**src/rtl/seg7_scan_pkg.sv**
```systemverilog
// rtl/seg7_scan_pkg.sv - seg7 scan constants, load FSM states and hex decoder
package seg7_scan_pkg;

  localparam logic [6:0] SEG_BLANK = 7'h7F;
  localparam logic [6:0] SEG_HEX_0 = 7'b1000000;
  localparam logic [6:0] SEG_HEX_1 = 7'b1111001;
  localparam logic [6:0] SEG_HEX_2 = 7'b0100100;
  localparam logic [6:0] SEG_HEX_3 = 7'b0110000;
  localparam logic [6:0] SEG_HEX_4 = 7'b0011001;
  localparam logic [6:0] SEG_HEX_5 = 7'b0010010;
  localparam logic [6:0] SEG_HEX_6 = 7'b0000010;
  localparam logic [6:0] SEG_HEX_7 = 7'b1111000;
  localparam logic [6:0] SEG_HEX_8 = 7'b0000000;
  localparam logic [6:0] SEG_HEX_9 = 7'b0010000;
  localparam logic [6:0] SEG_HEX_A = 7'b0001000;
  localparam logic [6:0] SEG_HEX_B = 7'b0000011;
  localparam logic [6:0] SEG_HEX_C = 7'b1000110;
  localparam logic [6:0] SEG_HEX_D = 7'b0100001;
  localparam logic [6:0] SEG_HEX_E = 7'b0000110;
  localparam logic [6:0] SEG_HEX_F = 7'b0001110;

  typedef enum logic {IDLE = 1'b0, PEND = 1'b1} load_state_e;

  function automatic logic [6:0] hex_to_seg(input logic [3:0] hex);
    logic [6:0] seg;
    case (hex)
      4'h0: seg = SEG_HEX_0;
      4'h1: seg = SEG_HEX_1;
      4'h2: seg = SEG_HEX_2;
      4'h3: seg = SEG_HEX_3;
      4'h4: seg = SEG_HEX_4;
      4'h5: seg = SEG_HEX_5;
      4'h6: seg = SEG_HEX_6;
      4'h7: seg = SEG_HEX_7;
      4'h8: seg = SEG_HEX_8;
      4'h9: seg = SEG_HEX_9;
      4'hA: seg = SEG_HEX_A;
      4'hB: seg = SEG_HEX_B;
      4'hC: seg = SEG_HEX_C;
      4'hD: seg = SEG_HEX_D;
      4'hE: seg = SEG_HEX_E;
      default: seg = SEG_HEX_F;
    endcase
    return seg;
  endfunction

endpackage

```
**src/rtl/scan_tick_gen.sv**
```systemverilog
// rtl/scan_tick_gen.sv - prescaler emitting a one-cycle tick every TICK_DIV cycles
module scan_tick_gen #(
  parameter int unsigned TICK_DIV = 50000
) (
  input  logic clk_i,
  input  logic rst_ni,
  output logic tick_o
);

  localparam int unsigned CW = (TICK_DIV > 1) ? $clog2(TICK_DIV) : 1;
  localparam logic [CW-1:0] CNT_LAST = CW'(TICK_DIV - 1);

  logic [CW-1:0] cnt_q, cnt_d;

  assign tick_o = (cnt_q == CNT_LAST);
  assign cnt_d  = tick_o ? '0 : cnt_q + 1'b1;

  always_ff @(posedge clk_i or negedge rst_ni) begin
    if (!rst_ni) cnt_q <= '0;
    else         cnt_q <= cnt_d;
  end

endmodule

```
**src/rtl/seg7_scan_ctrl.sv**
```systemverilog
// rtl/seg7_scan_ctrl.sv - multiplexed 7-seg scan with frame-aligned loads
// Optional blinking is built only when SEG7_SCAN_BLINK_EN is defined.
module seg7_scan_ctrl
  import seg7_scan_pkg::*;
#(
  parameter int unsigned NUM_DIG   = 4,
  parameter int unsigned TICK_DIV  = 50000,
  parameter int unsigned BLINK_DIV = 25
) (
  input  logic                   i_clk,
  input  logic                   i_rst_n,
  input  logic                   i_valid,
  output logic                   o_ready,
  input  logic [4*NUM_DIG-1:0]   i_digits,
  input  logic [NUM_DIG-1:0]     i_blank_mask,
  input  logic [NUM_DIG-1:0]     i_blink_mask,
  input  logic                   i_lzb,
  output logic [6:0]             o_seg,
  output logic [NUM_DIG-1:0]     o_an,
  output logic                   o_frame
);

  localparam int unsigned IW = $clog2(NUM_DIG);
  localparam logic [IW-1:0] IDX_LAST = IW'(NUM_DIG - 1);

  typedef struct packed {
    logic [4*NUM_DIG-1:0] digits;
    logic [NUM_DIG-1:0]   blank;
    logic [NUM_DIG-1:0]   blink;
    logic                 lzb;
  } disp_cfg_t;

  logic              tick, frame_end;
  logic [IW-1:0]     idx_q, idx_d;
  load_state_e       state_q;
  logic              ready_q, frame_q, phase_q, phase_d;
  disp_cfg_t         shadow_q, shadow_d, pend_q, load_in;
  logic [6:0]        seg_q;
  logic [NUM_DIG-1:0] an_q;
  logic [3:0]        next_digit;

  scan_tick_gen #(.TICK_DIV(TICK_DIV)) u_tick (
    .clk_i  (i_clk),
    .rst_ni (i_rst_n),
    .tick_o (tick)
  );

  assign frame_end = tick && (idx_q == IDX_LAST);
  assign idx_d     = !tick ? idx_q : (frame_end ? '0 : idx_q + 1'b1);
  assign load_in   = '{digits: i_digits, blank: i_blank_mask, blink: i_blink_mask, lzb: i_lzb};

  // The slot being entered on a tick must see a commit landing on that same edge.
  always_comb begin
    shadow_d = shadow_q;
    if (frame_end) begin
      if (state_q == PEND) shadow_d = pend_q;
      else if (i_valid)    shadow_d = load_in;
    end
  end

  assign next_digit = shadow_d.digits[{idx_d, 2'b00} +: 4];

  function automatic logic digit_dark(input disp_cfg_t cfg, input logic [IW-1:0] k, input logic ph);
    logic upper_zero;
    upper_zero = 1'b1;
    for (int j = 0; j < NUM_DIG; j++)
      if (j >= int'(k) && cfg.digits[4*j +: 4] != 4'h0) upper_zero = 1'b0;
    return cfg.blank[k] || (cfg.lzb && (k != '0) && upper_zero) || (cfg.blink[k] && ph);
  endfunction

`ifdef SEG7_SCAN_BLINK_EN
  localparam int unsigned BW = (BLINK_DIV > 1) ? $clog2(BLINK_DIV) : 1;
  localparam logic [BW-1:0] BLINK_LAST = BW'(BLINK_DIV - 1);
  logic [BW-1:0] blink_cnt_q;

  assign phase_d = (frame_end && blink_cnt_q == BLINK_LAST) ? ~phase_q : phase_q;

  always_ff @(posedge i_clk or negedge i_rst_n) begin
    if (!i_rst_n) begin
      blink_cnt_q <= '0;
      phase_q     <= 1'b0;
    end else if (frame_end) begin
      blink_cnt_q <= (blink_cnt_q == BLINK_LAST) ? '0 : blink_cnt_q + 1'b1;
      phase_q     <= phase_d;
    end
  end
`else
  assign phase_q = 1'b0;
  assign phase_d = 1'b0;
`endif

  always_ff @(posedge i_clk or negedge i_rst_n) begin
    if (!i_rst_n) begin
      state_q <= IDLE;
      ready_q <= 1'b1;
      pend_q  <= '0;
    end else begin
      case (state_q)
        IDLE: if (i_valid && !frame_end) begin
          pend_q  <= load_in;
          state_q <= PEND;
          ready_q <= 1'b0;
        end
        PEND: if (frame_end) begin
          state_q <= IDLE;
          ready_q <= 1'b1;
        end
        default: begin
          state_q <= IDLE;
          ready_q <= 1'b1;
        end
      endcase
    end
  end

  // Anodes are released for one cycle on every tick so segments settle first.
  always_ff @(posedge i_clk or negedge i_rst_n) begin
    if (!i_rst_n) begin
      idx_q    <= '0;
      frame_q  <= 1'b0;
      shadow_q <= '{digits: '0, blank: '1, blink: '0, lzb: 1'b0};
      seg_q    <= SEG_BLANK;
      an_q     <= '1;
    end else begin
      idx_q    <= idx_d;
      frame_q  <= frame_end;
      shadow_q <= shadow_d;
      if (tick) begin
        an_q  <= '1;
        seg_q <= digit_dark(shadow_d, idx_d, phase_d) ? SEG_BLANK : hex_to_seg(next_digit);
      end else begin
        an_q  <= digit_dark(shadow_q, idx_q, phase_q) ? '1 : ~(NUM_DIG'(1) << idx_q);
      end
    end
  end

  assign o_ready = ready_q;
  assign o_frame = frame_q;
  assign o_seg   = seg_q;
  assign o_an    = an_q;

endmodule

```
**config.mk**
```make
export PLATFORM = sky130hd
export DESIGN_NAME = seg7_scan_ctrl
export DESIGN_NICKNAME = d
export VERILOG_FILES = /design/src/rtl/seg7_scan_pkg.sv /design/src/rtl/scan_tick_gen.sv /design/src/rtl/seg7_scan_ctrl.sv
export SDC_FILE = /design/constraint.sdc
export NUM_CORES = 1
export LEC_CHECK = 0
export ABC_AREA = 1
export CORE_MARGIN = 2
export CORE_UTILIZATION = 50
export CTS_BUF_LIST = sky130_fd_sc_hd__clkbuf_16
export CTS_CLUSTER_SIZE = 20
export DETAILED_ROUTE_END_ITERATION = 8
export DONT_BUFFER_PORTS = 1
export GPL_TIMING_DRIVEN = 0
export HOLD_SLACK_MARGIN = 0.15
export PLACE_DENSITY = 0.62
export SETUP_SLACK_MARGIN = 0.1
export SLEW_MARGIN = 20
export SYNTH_ARGS = -nofsm -noshare
export SYNTH_HDL_FRONTEND = slang
export SYNTH_SLANG_ARGS = --single-unit
export TNS_END_PERCENT = 1
```
**constraint.sdc**
```tcl
create_clock -name i_clk -period 7 [get_ports i_clk]
set_clock_uncertainty 0.15 [all_clocks]
set_input_delay 0.7 -clock i_clk [delete_from_list [all_inputs] [get_ports i_clk]]
set_output_delay 0.7 -clock i_clk [all_outputs]
set_load 0.02 [all_outputs]
```
==> metrics.txt <==
status=completed; worst-margin pin slew=0.5319 ns; drc violations=0; vias per inst=5.252; DP HPWL=7.430 mm; I/O Buffers=0; combinational share of power=4.7%; number of clock sinks=74; Final Hold Vio Count=0; antenna cell count=0; clock root cell=clkbuf_16; top-count cell post-synth=nand2_1; Clock power frac=51.2%; kind of critical path=reg -> reg; Finished Core Util=57.73%; Die Ht=96.08 µm; CP max FO=10; Core ar.=0.008217 mm²; total routed wirelength=10.29 mm; reg2reg end=o_seg[0]; Most used DFF post-synth=dfrtp_1; initial antenna violation count=0; critical path arrival=3.20 ns; H-tree lvl count=3; Seq/Total Area, Yosys=44.16%; Reg2Reg Depth=15; Starting Density=51.59%; P&R area growth vs syn=11.89%; register area=0.001872 mm²; cell internal pwr=0.8070 mW; FF-to-FF setup slack=3.92 ns; I/O Pins=41; most frequent cells after synthesis=nand2_1 (199), inv_1 (68), dfrtp_1 (58), nor2_1 (58), o21ai_0 (51); Final #Nets=638; hold path depth=1; Vias=3734; CP endpoint kind=flip-flop; Detailed Route Iter0 Violations=305; f_max=324.2 MHz; vias in the first global route=3713; DR pass1 iterations=6; # fillers=802; first-pass GRT wire length=17.58 mm; worst hold margin=0.3148 ns; post-synth net total=625; Post-Synthesis Cells=588; Placer Congestion=0.8871; DIE AREA=0.009230 mm²; VDD IR-drop max=0.1556 mV; Psw=0.2207 mW; number of placement rows=33; Worst-path clk slew=0.06 ns; number of synthesized flops with an enable pin=0; GRT Overall Usage=24.69%; final-report setup violation count=0; Yosys reg bits=74; hold_sp=u_tick.cnt_q[0]; yosys warns=0; leak pwr=2.429 nW; fin crit period=3.085 ns; CP startpoint kind=flip-flop; sequential power share=44.1%; CTS tree=built; Synth top area share=34.24%; RSZ-0062 raised after global routing=no; biggest area consumer among synthesized cells=dfrtp_1; async set or reset register ratio after synthesis=100.0%; Yosys cell types=37; hold crit path type=reg -> reg; Synth area leaders=dfrtp_1 (34%), nand2_1 (18%), dfstp_2 (9.9%); clock buffer depth=2; cts bufs inserted=9; detailed-route wire length per cell=14.47 µm; GRT Residual Overflow=0; Tcrit/Tclk final=44.07%; layout cells sized above 1=11.22%; TNS Setup=0 ns; post-synthesis instance area=0.004239 mm²; max_slew headroom=64.54%; Setup Fix Bufs, Post-CTS=0; Routed Antenna Nets=0; max-slew violation count=0; largest net degree at the start of global routing=75; sw frac=21.48%; Worst-Skew Late Latency=0.33 ns; DIE WIDTH=96.08 µm; reg-to-reg critical path startpoint=idx_q[0]; worst path required time=7.11 ns; Hold EP=u_tick.cnt_q[0]; power per cell area=216.7 mW/mm²; Post-Syn Area per Cell=7.209 µm²; number of max-cap violations=0; multi-input combinational cell area=0.002001 mm²
==> what timing repair did <==
| item | 4_1_cts | 5_1_grt |
|---|---|---|
| endpoints found under the hold margin | 74 | 0 |
| gates resized for setup | 0 | 0 |
| hold buffers | 2 | 0 |
==> placed cells by master, fill, tap and decap left out, types with 8 or more instances in the layout <==
master	Yosys	routed
ha_1	9	9
a21oi_1	8	8
nand3_1	46	46
dfrtp_1	58	58
clkbuf_16	0	9
inv_1	68	69
o21ai_0	51	51
dfstp_2	16	16
nor2_1	58	58
nand2_1	199	199
==> worst max path at each step <==
stage / end / start / depth (start not counted) / slack, ns
floorplan: o_seg[3] / i_valid / 16 / 4.38
global placement: o_seg[3] / i_valid / 16 / 3.88
detailed placement: o_seg[3] / i_valid / 16 / 3.84
CTS: o_seg[0] / idx_q[0] / 15 / 3.92
global route: o_seg[3] / idx_q[0] / 15 / 3.60
finish: o_seg[0] / idx_q[0] / 15 / 3.92
==> flip-flops by register name (all words and copies together), names as in the netlist, 2 cells and up <==
name,count
idx_q,2
o_an,4
o_seg,7
u_tick.cnt_q,16
shadow_q,21
pend_q,21
==> per-layer routing <==
layer  track usage (%)  wire (µm)
met5                 0          0
met4             6.190        133
met3             3.132        507
met2             41.09       4898
met1             34.12       4746
==> area by class of cell <==
| class | count | share of cell area [%] |
|---|---|---|
| multi-input combinational | 424 | 42.18 |
| sequential | 74 | 39.46 |
| inverter | 73 | 5.830 |
| clock buffer | 9 | 4.748 |
| tap | 105 | 2.770 |
| clock inverter | 7 | 2.321 |
| buffer | 17 | 1.899 |
| timing repair buffer | 2 | 0.7913 |
==> cell families after synthesis <==
logic type / Yosys count / share of synthesized area [%]
mux: 2 / 0.4723
simple gates: 336 / 33.94
compound gates: 76 / 9.918
xor+xnor: 1 / 0.2066
buf+inv: 90 / 8.648
flops: 74 / 44.16
fa+ha+maj: 9 / 2.656
==> metrics by stage <==
| step | std cells | total power, mW | setup slack (ns) | instance area [µm²] |
|---|---|---|---|---|
| 2_1_floorplan | 588 | 0.4877 | 4.381 | 4239 |
| 3_3_place_gp | 693 | 0.4970 | 3.882 | 4370 |
| 3_5_place_dp | 693 | 0.4980 | 3.842 | 4370 |
| 4_1_cts | 711 | 1.035 | 3.920 | 4743 |
| 5_1_grt | 711 | 1.067 | 3.602 | 4743 |
| 6_report | 711 | 1.028 | 3.915 | 4743 |
==> worst max-delay path, stage by stage (launching register included) <==
cell and delay, ns:
dfrtp_1 0.43, ha_1 0.25, buf_1 0.44, nand3_2 0.31
o21ai_0 0.40, nand2_1 0.09, nand3_1 0.12, nand2_2 0.11
inv_1 0.12, ha_1 0.21, inv_1 0.05, nand2_1 0.06
nand3_1 0.06, nand2_1 0.07, inv_1 0.05, a21oi_2 0.12
==> power groups by stage <==
| stage | clock (mW) | sequential [mW] | combinational (mW) |
|---|---|---|---|
| final | 0.526 | 0.453 | 0.0481 |
| after global routing | 0.555 | 0.454 | 0.0577 |
| after CTS | 0.533 | 0.453 | 0.0490 |
| after detailed placement | 0 | 0.460 | 0.0375 |
| after global placement | 0 | 0.460 | 0.0368 |
| after floorplan | 0 | 0.458 | 0.0296 |
Note: power is estimated with default switching activity, not from simulation.
